`config.mk`:
```
export PLATFORM = sky130hd
export DESIGN_NAME = uart_fifo_core
export DESIGN_NICKNAME = d
export VERILOG_FILES = /design/src/rtl/uart_fifo_core.sv
export SDC_FILE = /design/constraint.sdc
export NUM_CORES = 1
export LEC_CHECK = 0
export ABC_CLOCK_PERIOD_IN_PS = 8300
export CORE_UTILIZATION = 55
export CTS_CLUSTER_DIAMETER = 120
export DETAILED_ROUTE_END_ITERATION = 10
export HOLD_SLACK_MARGIN = 0.12
export PLACE_DENSITY = 0.72
export SLEW_MARGIN = 20
export SYNTH_ARGS = -nofsm -noshare
export SYNTH_HDL_FRONTEND = slang
export SYNTH_SLANG_ARGS = --single-unit
```
`constraint.sdc`:
```
create_clock -name clk -period 8.3 [get_ports clk]
set_clock_uncertainty 0.15 [all_clocks]
set_input_delay 1.245 -clock clk [delete_from_list [all_inputs] [get_ports clk]]
set_output_delay 1.245 -clock clk [all_outputs]
set_load 0.02 [all_outputs]
```
`src/rtl/uart_fifo_core.sv`:
```
// uart_fifo_core
// Byte-oriented 8N1 UART sitting behind the memory-mapped UART data/status
// addresses. A TX FIFO feeds a serializer. A deserializer feeds an RX FIFO.
// Status flags and the RX head byte are read combinationally by the memory block.
//
// Ports:
//   clk                 single clock, all state on its rising edge
//   rst                 asynchronous active-low reset
//   uart_fifo_write_en  one-cycle strobe, pushes uart_fifo_data into the TX FIFO
//   uart_fifo_data      byte to transmit
//   cpu_read            one-cycle strobe, pops the RX FIFO head
//   rx_line             serial input (asynchronous, idle high)
//   tx_line             registered serial output (idle high)
//   tx_ready            TX FIFO not full
//   rx_ready            RX FIFO not empty; doubles as the external interrupt request
//   rx_data_output      {24'b0, RX head byte}, zero when the RX FIFO is empty
//   rx_overrun          sticky: a good frame was dropped because the RX FIFO was full
module uart_fifo_core #(
  parameter int DEPTH        = 32,
  parameter int CLKS_PER_BIT = 868
) (
  input  logic        clk,
  input  logic        rst,
  input  logic        uart_fifo_write_en,
  input  logic [7:0]  uart_fifo_data,
  input  logic        cpu_read,
  input  logic        rx_line,
  output logic        tx_line,
  output logic        tx_ready,
  output logic        rx_ready,
  output logic [31:0] rx_data_output,
  output logic        rx_overrun
);

  localparam int AW = $clog2(DEPTH);
  localparam int CW = AW + 1;
  localparam int BW = $clog2(CLKS_PER_BIT);
  localparam logic [CW-1:0] FULL      = CW'(DEPTH);
  localparam logic [BW-1:0] BIT_LAST  = BW'(CLKS_PER_BIT - 1);
  localparam logic [BW-1:0] HALF_LAST = BW'(CLKS_PER_BIT / 2 - 1);

  localparam logic [1:0] TX_IDLE  = 2'd0;
  localparam logic [1:0] TX_START = 2'd1;
  localparam logic [1:0] TX_DATA  = 2'd2;
  localparam logic [1:0] TX_STOP  = 2'd3;

  localparam logic [1:0] RX_IDLE  = 2'd0;
  localparam logic [1:0] RX_START = 2'd1;
  localparam logic [1:0] RX_DATA  = 2'd2;
  localparam logic [1:0] RX_STOP  = 2'd3;

  // ---------------- TX side ----------------
  logic [7:0]    tx_mem [DEPTH];
  logic [AW-1:0] tx_wptr, tx_rptr;
  logic [CW-1:0] tx_count;
  logic [1:0]    tx_state;
  logic [BW-1:0] tx_clk_cnt;
  logic [2:0]    tx_bit_idx;
  logic [7:0]    tx_shift;
  logic          tx_bit_end, tx_push, tx_pop;

  assign tx_bit_end = (tx_clk_cnt == BIT_LAST);
  // Full is judged on the registered count, so a push while full is lost even
  // if the serializer pops in the same cycle.
  assign tx_push    = uart_fifo_write_en && (tx_count != FULL);
  // Popping in the last stop-bit cycle lets the next start bit follow the stop
  // bit with no idle gap.
  assign tx_pop     = (tx_count != '0) &&
                      ((tx_state == TX_IDLE) || ((tx_state == TX_STOP) && tx_bit_end));
  assign tx_ready   = (tx_count != FULL);

  always_ff @(posedge clk) begin
    if (tx_push) tx_mem[tx_wptr] <= uart_fifo_data;
  end

  always_ff @(posedge clk or negedge rst) begin
    if (!rst) begin
      tx_wptr  <= '0;
      tx_rptr  <= '0;
      tx_count <= '0;
    end else begin
      if (tx_push) tx_wptr <= tx_wptr + 1'b1;
      if (tx_pop)  tx_rptr <= tx_rptr + 1'b1;
      tx_count <= tx_count + CW'(tx_push) - CW'(tx_pop);
    end
  end

  // tx_line is registered from the current state, so the line trails the
  // state by one cycle; every bit therefore still lasts CLKS_PER_BIT cycles.
  always_ff @(posedge clk or negedge rst) begin
    if (!rst) begin
      tx_state   <= TX_IDLE;
      tx_clk_cnt <= '0;
      tx_bit_idx <= '0;
      tx_shift   <= '0;
      tx_line    <= 1'b1;
    end else begin
      case (tx_state)
        TX_IDLE: begin
          tx_line <= 1'b1;
          if (tx_pop) begin
            tx_shift   <= tx_mem[tx_rptr];
            tx_clk_cnt <= '0;
            tx_state   <= TX_START;
          end
        end
        TX_START: begin
          tx_line <= 1'b0;
          if (tx_bit_end) begin
            tx_clk_cnt <= '0;
            tx_bit_idx <= '0;
            tx_state   <= TX_DATA;
          end else begin
            tx_clk_cnt <= tx_clk_cnt + 1'b1;
          end
        end
        TX_DATA: begin
          tx_line <= tx_shift[0];
          if (tx_bit_end) begin
            tx_clk_cnt <= '0;
            tx_shift   <= {1'b0, tx_shift[7:1]};
            if (tx_bit_idx == 3'd7) tx_state <= TX_STOP;
            else                    tx_bit_idx <= tx_bit_idx + 1'b1;
          end else begin
            tx_clk_cnt <= tx_clk_cnt + 1'b1;
          end
        end
        TX_STOP: begin
          tx_line <= 1'b1;
          if (tx_bit_end) begin
            tx_clk_cnt <= '0;
            if (tx_pop) begin
              tx_shift <= tx_mem[tx_rptr];
              tx_state <= TX_START;
            end else begin
              tx_state <= TX_IDLE;
            end
          end else begin
            tx_clk_cnt <= tx_clk_cnt + 1'b1;
          end
        end
        default: tx_state <= TX_IDLE;
      endcase
    end
  end

  // ---------------- RX side ----------------
  logic          rx_sync1, rx_sync2;
  logic [1:0]    rx_warm;
  logic          rx_armed;
  logic [1:0]    rx_state;
  logic [BW-1:0] rx_clk_cnt;
  logic [2:0]    rx_bit_idx;
  logic [7:0]    rx_shift;
  logic [7:0]    rx_mem [DEPTH];
  logic [AW-1:0] rx_wptr, rx_rptr;
  logic [CW-1:0] rx_count;
  logic          rx_frame_ok, rx_push, rx_pop;

  assign rx_frame_ok    = (rx_state == RX_STOP) && (rx_clk_cnt == BIT_LAST) && rx_sync2;
  assign rx_push        = rx_frame_ok && (rx_count != FULL);
  assign rx_pop         = cpu_read && (rx_count != '0);
  assign rx_ready       = (rx_count != '0);
  assign rx_data_output = (rx_count != '0) ? {24'b0, rx_mem[rx_rptr]} : 32'b0;

  // rx_warm marks when the synchronizer holds real line samples again after
  // reset, so the reset value of 1 cannot fake a high-to-low transition.
  always_ff @(posedge clk or negedge rst) begin
    if (!rst) begin
      rx_sync1 <= 1'b1;
      rx_sync2 <= 1'b1;
      rx_warm  <= 2'b00;
    end else begin
      rx_sync1 <= rx_line;
      rx_sync2 <= rx_sync1;
      rx_warm  <= {rx_warm[0], 1'b1};
    end
  end

  always_ff @(posedge clk) begin
    if (rx_push) rx_mem[rx_wptr] <= rx_shift;
  end

  always_ff @(posedge clk or negedge rst) begin
    if (!rst) begin
      rx_wptr    <= '0;
      rx_rptr    <= '0;
      rx_count   <= '0;
      rx_overrun <= 1'b0;
    end else begin
      if (rx_push) rx_wptr <= rx_wptr + 1'b1;
      if (rx_pop)  rx_rptr <= rx_rptr + 1'b1;
      rx_count <= rx_count + CW'(rx_push) - CW'(rx_pop);
      if (rx_frame_ok && (rx_count == FULL)) rx_overrun <= 1'b1;
    end
  end

  // A start needs the line seen high while idle (rx_armed) and then low. This
  // ignores a line already low after reset or after a framing error.
  always_ff @(posedge clk or negedge rst) begin
    if (!rst) begin
      rx_state   <= RX_IDLE;
      rx_clk_cnt <= '0;
      rx_bit_idx <= '0;
      rx_shift   <= '0;
      rx_armed   <= 1'b0;
    end else begin
      case (rx_state)
        RX_IDLE: begin
          if (rx_armed && !rx_sync2) begin
            rx_armed   <= 1'b0;
            rx_clk_cnt <= '0;
            rx_bit_idx <= '0;
            rx_state   <= RX_START;
          end else if (rx_warm[1] && rx_sync2) begin
            rx_armed <= 1'b1;
          end
        end
        RX_START: begin
          if (rx_clk_cnt == HALF_LAST) begin
            rx_clk_cnt <= '0;
            rx_state   <= rx_sync2 ? RX_IDLE : RX_DATA;
          end else begin
            rx_clk_cnt <= rx_clk_cnt + 1'b1;
          end
        end
        RX_DATA: begin
          if (rx_clk_cnt == BIT_LAST) begin
            rx_clk_cnt <= '0;
            rx_shift   <= {rx_sync2, rx_shift[7:1]};
            if (rx_bit_idx == 3'd7) rx_state <= RX_STOP;
            else                    rx_bit_idx <= rx_bit_idx + 1'b1;
          end else begin
            rx_clk_cnt <= rx_clk_cnt + 1'b1;
          end
        end
        RX_STOP: begin
          if (rx_clk_cnt == BIT_LAST) begin
            rx_clk_cnt <= '0;
            rx_state   <= RX_IDLE;
          end else begin
            rx_clk_cnt <= rx_clk_cnt + 1'b1;
          end
        end
        default: rx_state <= RX_IDLE;
      endcase
    end
  end

endmodule

```
==> key figures, run 1 <==
Outcome
  – Status: complete, no violations

Worst setup path
  – Most frequent CP cell: mux4_2
  – Crit-path cells: buf_4 > mux4_2 > mux4_2 > a22o_1 > clkdlybuf4s50_1
  – Crit path capture type: output port
  – CP arrival: 4090 ps
  – Setup crit start kind: register
  – Critical path class: reg -> out
  – Critical path's top delay family: buffers and inverters
  – Crit-path slowest cell: dfrtp_4
  – CP peak stage delay: 760 ps
  – Critical path peak fanout: 41
  – Flop2flop setup slack: 4600 ps
  – Worst EP required: 6900 ps
  – Worst Path Buf+Inv: 2

Routing
  – DRC viols: 0
  – Final ANT Viol Nets: 0
  – 1st-pass router iterations: 5
  – Overall routed net length: 48400 um
  – Via count: 12000
  – Avg Vias per Cell: 6.04
  – DR iter-0 viols: 1115
  – Avg WL per Cell: 24.3 um

Clock network
  – Setup bufs post-CTS: 0
  – TritonCTS buffer count: 58
  – H-tree depth: 2
  – Clock transition at the registers of the reported paths: 60 ps
  – Sink Count: 597
  – Clk root buf: clkbuf_16
  – Hold buffers post-CTS: 0
  – CTS tree: built
  – Post-CTS sizing: 0
  – Max clock buf depth: 3
  – Worst skew pair latency: 620 ps

Final layout
  – Fraction of layout instances using a drive strength above 1: 0.191
  – Fin nets: 1415
  – Final instance area: 0.0269 sq mm
  – Syn-to-layout area delta: 10.5%
  – Non-Filler Instances: 1993
  – Fin util: 0.620
  – Filler cells: 3091
  – # diodes: 0

Synth
  – Seq/Total Area, Yosys: 0.718
  – Yosys reg bits: 597
  – Synth Area in Compound Gates: 0.0440
  – Post-Synth Simple-Gate Area: 0.0418
  – Synthesized cell area: 0.0244 sq mm
  – Yosys cell types: 61
  – Xor/xnor share of the synthesized area: 0.0101
  – Number of synthesized flops with an enable pin: 512
  – Syn_area_per_cell: 18.4 sq um
  – Top_reg_cell synth: edfxtp_1
  – Main combinational cell family by area after synthesis: multiplexers
  – Cells after synthesis: 1326
  – Proportion of synthesized area in mux cells: 0.139
  – Post-synth ARST share: 0.142
  – Adder-Cell Fraction of Synth Area: 0.0227
  – Syn. warnings: 0

Timing
  – Max Freq: 0.182 GHz
  – Worst-Margin Slew: 1170 ps
  – Final slew viol count: 0
  – RSZ-0062 raised after global routing: false
  – Headroom to the max-slew limit: 0.220
  – Final period util: 0.661
  – Setup_tns: 0 ps
  – Final min period: 5490 ps
  – Final hold vios: 0
  – Final setup viols: 0

Floorplan
  – Core area: 0.0435 sq mm
  – # rows: 76
  – Initial core utilization: 0.561
  – Chip height: 213 um
  – Chip Width: 213 um
  – Num ports: 49
  – Die area: 0.0452 sq mm

Power
  – Sw frac: 0.252
  – Psw: 0.00180 W
  – Pint: 0.00534 W
  – Peak VDD IR: 0.321 mV
  – Leak: 8.51 nW
  – Combinational group share of total power: 0.132
  – Pwr/cell area: 265 mW/mm^2
  – Clock power frac: 0.368
  – Power, Total: 0.00714 W
  – Sequential Power Share: 0.500

GRT
  – First-pass GRT wire length: 74200 um
  – Initial antenna violation count: 0
  – Largest net degree at the start of global routing: 68
  – Grt ovf: 0
  – Vias in the first global route: 12400
  – GRT Total Usage: 0.225

Placement
  – Hpwl dp: 28600 um
  – Post-DP Area: 0.0251 sq mm
  – Placed Instances: 1884
  – PortBufs: 24
  – GPL Wtd Cong: 0.784

Flow run
  – Max Cap Viol: 0

Worst hold path
  – Worst hold path class: reg -> reg
[sequential cells by signal, summed over array words and instances, names as in the netlist, 5 cells and up, named ones only]
signal and cells:
rx_clk_cnt 10, rx_count 6, rx_mem 256, rx_rptr 5
rx_shift 8, rx_wptr 5, tx_clk_cnt 10, tx_count 6
tx_mem 256, tx_rptr 5, tx_shift 8, tx_wptr 5
[Yosys cell counts, types with 14 or more instances]
cell type | n | area, sq um
edfxtp_1 | 512 | 15400
mux4_2 | 129 | 2910
nor2_1 | 86 | 323
dfrtp_1 | 82 | 2050
nand2_1 | 44 | 165
ha_1 | 41 | 513
inv_1 | 34 | 128
clkbuf_1 | 33 | 124
buf_4 | 32 | 240
a21oi_1 | 29 | 145
mux2i_1 | 29 | 290
a22o_1 | 26 | 228
o21ai_0 | 26 | 130
xnor2_1 | 19 | 166
mux2_2 | 18 | 203
buf_2 | 16 | 80.1
nand3_1 | 15 | 75.1
a211oi_1 | 14 | 105
a31oi_1 | 14 | 87.6
[cells in the final DEF, fill, tap and decap left out, types with 5 or more instances in the layout]
master	Yosys	final
edfxtp_1	512	512
mux4_2	129	129
nor2_1	86	85
dfrtp_1	82	78
clkbuf_16	0	59
nand2_1	44	44
ha_1	41	41
inv_1	34	34
a21oi_1	29	29
mux2i_1	29	29
a22o_1	26	26
o21ai_0	26	26
conb_1	2	25
xnor2_1	19	19
mux2_2	18	18
clkinv_1	0	17
clkdlybuf4s50_1	0	16
nand3_1	15	15
a31oi_1	14	14
a211oi_1	14	14
buf_4	32	12
nand4_1	11	11
clkbuf_1	33	11
nand3b_1	10	10
xor2_1	9	9
clkinv_2	0	9
o22ai_1	7	7
o221ai_1	7	7
bufinv_16	0	7
buf_2	16	7
and2_1	6	6
a22oi_1	6	6
a211o_1	6	6
o31ai_1	5	5
[power groups by stage]
| stage | Sequential, W | Combinational [W] | Clock [W] |
|---|---|---|---|
| 2_1_floorplan | 0.00352 | 0.000789 | 0 |
| 3_3_place_gp | 0.00363 | 0.000923 | 0 |
| 3_5_place_dp | 0.00364 | 0.000951 | 0 |
| 4_1_cts | 0.00358 | 0.000960 | 0.00267 |
| 5_1_grt | 0.00359 | 0.00103 | 0.00279 |
| 6_report | 0.00357 | 0.000942 | 0.00263 |
[metrics by stage]
stage | setup slack, ps | hold slack [ps]
floorplan | 4700 | 181
global placement | 3400 | 185
detailed placement | 3350 | 186
CTS | 2700 | 201
global route | 2550 | 205
finish | 2810 | 200
[metal layers]
layer / GRT usage / part of all wire / up-vias
li1: - / - / 5306
met1: 0.305 / 0.41 / 6224
met2: 0.369 / 0.50 / 412
met3: 0.0414 / 0.062 / 94
met4: 0.0786 / 0.031 / 0
met5: 0 / 0 / -
[cell families (layout without fill, tap and decap cells)]
logic type	Yosys count	after routing
buf+inv	119	178
fa+ha+maj	43	43
simple gates	205	205
compound gates	156	156
other cells	2	25
mux	176	176
xor+xnor	28	28
flops	597	597
[cell type report]
type	count	area (sq um)	share of cell area
clock inverters	39	383	0.0142
inverters	34	128	0.00474
clock buffers	70	1520	0.0563
well taps	585	732	0.0272
repair buffers	35	285	0.0106
multi-input cells	633	6390	0.237
flip-flops and latches	597	17500	0.650
[path summary, 6_finish.rpt]
check	to	start	cells after the start
max	rx_data_output[6]	rx_rptr[0]$_DFFE_PN0P_	5
min	rx_warm[1]$_DFF_PN0_	rx_warm[0]$_DFF_PN0_	0
max reg2reg	rx_mem[29][1]$_DFFE_PP_	rx_clk_cnt[3]$_DFFE_PN0N_	5
min reg2reg	rx_warm[1]$_DFF_PN0_	rx_warm[0]$_DFF_PN0_	0
max in group asynchronous	rx_rptr[0]$_DFFE_PN0P_	rst	2
min in group asynchronous	tx_clk_cnt[0]$_DFFE_PN0P_	rst	1
[worst reg2reg max path: stages, from the launching register on]
cell and delay [ps]:
dfrtp_1 430, or3b_4 450, or3_4 420, nor3_4 550
nand2_1 380, nor2_1 930
(Power assumes the default switching activity.)
==> run 2: changes to the inputs <==
ABC_CLOCK_PERIOD_IN_PS = 4500   (was 8300)
PLACE_DENSITY = 0.75   (was 0.72)
clock period = 4.5 ns   (was 8.3 ns; I/O delays follow)
==> run 2 against run 1 <==
Against the previous run: count of clock-buffer cells in the layout increased by 5; design area increased by 0.70%; worst hold slack got worse by 2.4 ps; first-iteration DRC count grew 11%; die area stayed put; register-to-register slack got worse by 3600 ps; worst setup slack got worse by 2600 ps; clock power rose by 78%; critical path type unchanged; critical endpoint unchanged; largest cell class unchanged; highest routed layer unchanged.
==> key figures, run 2 (same netlist as run 1, synthesis figures left out) <==
Final layout
  – # diodes: 0 (unchanged)
  – Filler cells: 3010 (-2.6%)
  – Fin nets: 1443 (+2.0%)
  – Syn-to-layout area delta: 11.2%
  – Commonest non-fill, non-tap cell in the layout: edfxtp_1
  – Most frequent cells in the layout: edfxtp_1, mux4_2, nor2_1, dfrtp_1, clkbuf_16
  – Fraction of layout instances using a drive strength above 1: 0.208 (+0.0169)
  – Largest registers: rx_mem: 256 flops, tx_mem: 256 flops

Timing
  – Final period util: 0.946
  – Setup_tns: 0 ps (unchanged)
  – Worst-Margin Slew: 1180 ps (+6.94 ps)
  – RSZ-0062 raised after global routing: false
  – Final hold vios: 0 (unchanged)
  – Final min period: 4260 ps
  – Max Freq: 0.235 GHz
  – Headroom to the max-slew limit: 0.215 (-0.00463)
  – Final slew viol count: 0 (unchanged)
  – Final setup viols: 0 (unchanged)

Floorplan
  – # rows: 76 (unchanged)
  – Num ports: 49 (unchanged)
  – Die area: 0.0452 sq mm (unchanged)
  – Core area: 0.0435 sq mm (unchanged)
  – Initial core utilization: 0.561 (unchanged)
  – Chip height: 213 um (unchanged)
  – Chip Width: 213 um (unchanged)

Clock network
  – H-tree depth: 2 (unchanged)
  – Setup bufs post-CTS: 0 (unchanged)
  – Post-CTS sizing: 0 (unchanged)
  – Hold buffers post-CTS: 1 (+1)
  – Clk root buf: clkbuf_16
  – Worst skew pair latency: 610 ps (about the same)
  – Sink Count: 597 (unchanged)
  – Max clock buf depth: 3 (unchanged)
  – Clock transition at the registers of the reported paths: 60 ps (about the same)
  – CTS tree: built
  – TritonCTS buffer count: 58 (unchanged)

GRT
  – Met3 Usage GRT: 0.0453 (+0.00399)
  – Grt met2 use: 0.367 (-0.00192)
  – Grt met1 use: 0.300 (-0.00441)
  – Largest net degree at the start of global routing: 68 (unchanged)
  – Grt peak-use layer: met2
  – Vias in the first global route: 12400 (+0.48%)
  – GRT Total Usage: 0.223 (-0.00160)
  – Initial antenna violation count: 0 (unchanged)
  – First-pass GRT wire length: 73600 um (-0.83%)
  – Grt ovf: 0 (unchanged)

Power
  – Leak: 8.63 nW (+1.4%)
  – Pwr/cell area: 480 mW/mm^2 (+81%)
  – Peak VDD IR: 0.346 mV (+7.9%)
  – Power, Total: 0.0130 W (+83%)

Worst hold path
  – WHS Path Cells: 0 (unchanged)
  – Min-delay src: rx_warm[0]$_DFF_PN0_
  – Hold Path End: rx_warm[1]$_DFF_PN0_
  – Worst hold path class: reg -> reg

Worst setup path
  – Crit-path slowest cell: mux4_2
  – Worst R2R Path Depth: 14 (+9)
  – R2r startpoint: rx_clk_cnt[3]$_DFFE_PN0N_
  – Critical path class: reg -> out
  – Critical path peak fanout: 66 (+61%)
  – Reg2reg end: rx_count[4]$_DFF_PN0_
  – Setup crit start kind: register
  – CP arrival: 3430 ps (-660 ps)
  – Crit-path cells: buf_12 > mux4_2 > mux4_2 > a22o_1 > clkdlybuf4s50_1
  – Flop2flop setup slack: 1000 ps (-3600 ps)
  – Crit path capture type: output port
  – Most frequent CP cell: mux4_2
  – CP peak stage delay: 580 ps (-180 ps)
  – Worst EP required: 3670 ps (-3230 ps)

Outcome
  – Status: complete, no violations

Placement
  – PortBufs: 24 (unchanged)
  – GPL Wtd Cong: 0.814 (+3.9%)
  – Hpwl dp: 28500 um (-0.35%)

Routing
  – DRC viols: 0 (unchanged)
  – Avg WL per Cell: 23.8 um (-1.9%)
  – 1st-pass router iterations: 5 (unchanged)
  – Final ANT Viol Nets: 0 (unchanged)
  – DR iter-0 viols: 1238 (+11%)
  – Avg Vias per Cell: 6.01 (-0.56%)
  – Via count: 12100 (+0.69%)
  – Overall routed net length: 48100 um (-0.65%)

Flow run
  – Max Cap Viol: 0 (unchanged)
run 2: final cells by class:
| type | count | area, sq um | share of cell area |
|---|---|---|---|
| clock buffers | 75 | 1570 | 0.0577 |
| well taps | 585 | 732 | 0.0270 |
| clock inverters | 31 | 277 | 0.0102 |
| repair buffers | 63 | 531 | 0.0195 |
| multi-input cells | 633 | 6380 | 0.235 |
| inverters | 34 | 128 | 0.00470 |
| flip-flops and latches | 597 | 17500 | 0.646 |
run 2: critical path: cells and delay by family (launching register included):
kind / cells / cell delay, ps
multiplexers: 2 / 1100
buffers and inverters: 2 / 970
AO/OA/AOI/OAI: 1 / 260
flip-flops: 1 / 420
run 2: worst max path at each step:
stage                                         start  slack [ps]                     to
after floorplan           rx_clk_cnt[3]$_DFFE_PN0N_        1310  rx_count[4]$_DFF_PN0_
after global placement       rx_rptr[0]$_DFFE_PN0P_         880      rx_data_output[6]
after detailed placement     rx_rptr[0]$_DFFE_PN0P_         840      rx_data_output[6]
after CTS                    rx_rptr[0]$_DFFE_PN0P_         180      rx_data_output[6]
after global routing         rx_rptr[0]$_DFFE_PN0P_         120      rx_data_output[6]
final                        rx_rptr[0]$_DFFE_PN0P_         240      rx_data_output[6]
run 2: metrics by stage:
step | instance area (sq um) | util | setup WS, ps | hold slack (ps) | instances
floorplan | 24500 | - | 1310 | 181 | 1349
global placement | 25300 | 0.582 | 877 | 186 | 1910
detailed placement | 25300 | 0.582 | 835 | 187 | 1910
global route | 27100 | 0.624 | 118 | 209 | 2018
finish | 27100 | 0.624 | 243 | 198 | 2018
CTS | 27200 | 0.625 | 178 | 200 | 2017
run 2: metal layers:
| metal | wire length, um | share of wire | up-vias |
|---|---|---|---|
| met5 | 0 | 0 | - |
| met1 | 19500 | 0.41 | 6236 |
| li1 | - | - | 5376 |
| met3 | 3140 | 0.065 | 88 |
| met2 | 24100 | 0.50 | 419 |
| met4 | 1310 | 0.027 | 0 |
run 2: power by group:
| group | switching, W | internal, W | total (W) |
|---|---|---|---|
| Sequential | 0.000237 | 0.00628 | 0.00652 |
| Combinational | 0.00103 | 0.000790 | 0.00182 |
| Clock | 0.00201 | 0.00268 | 0.00469 |
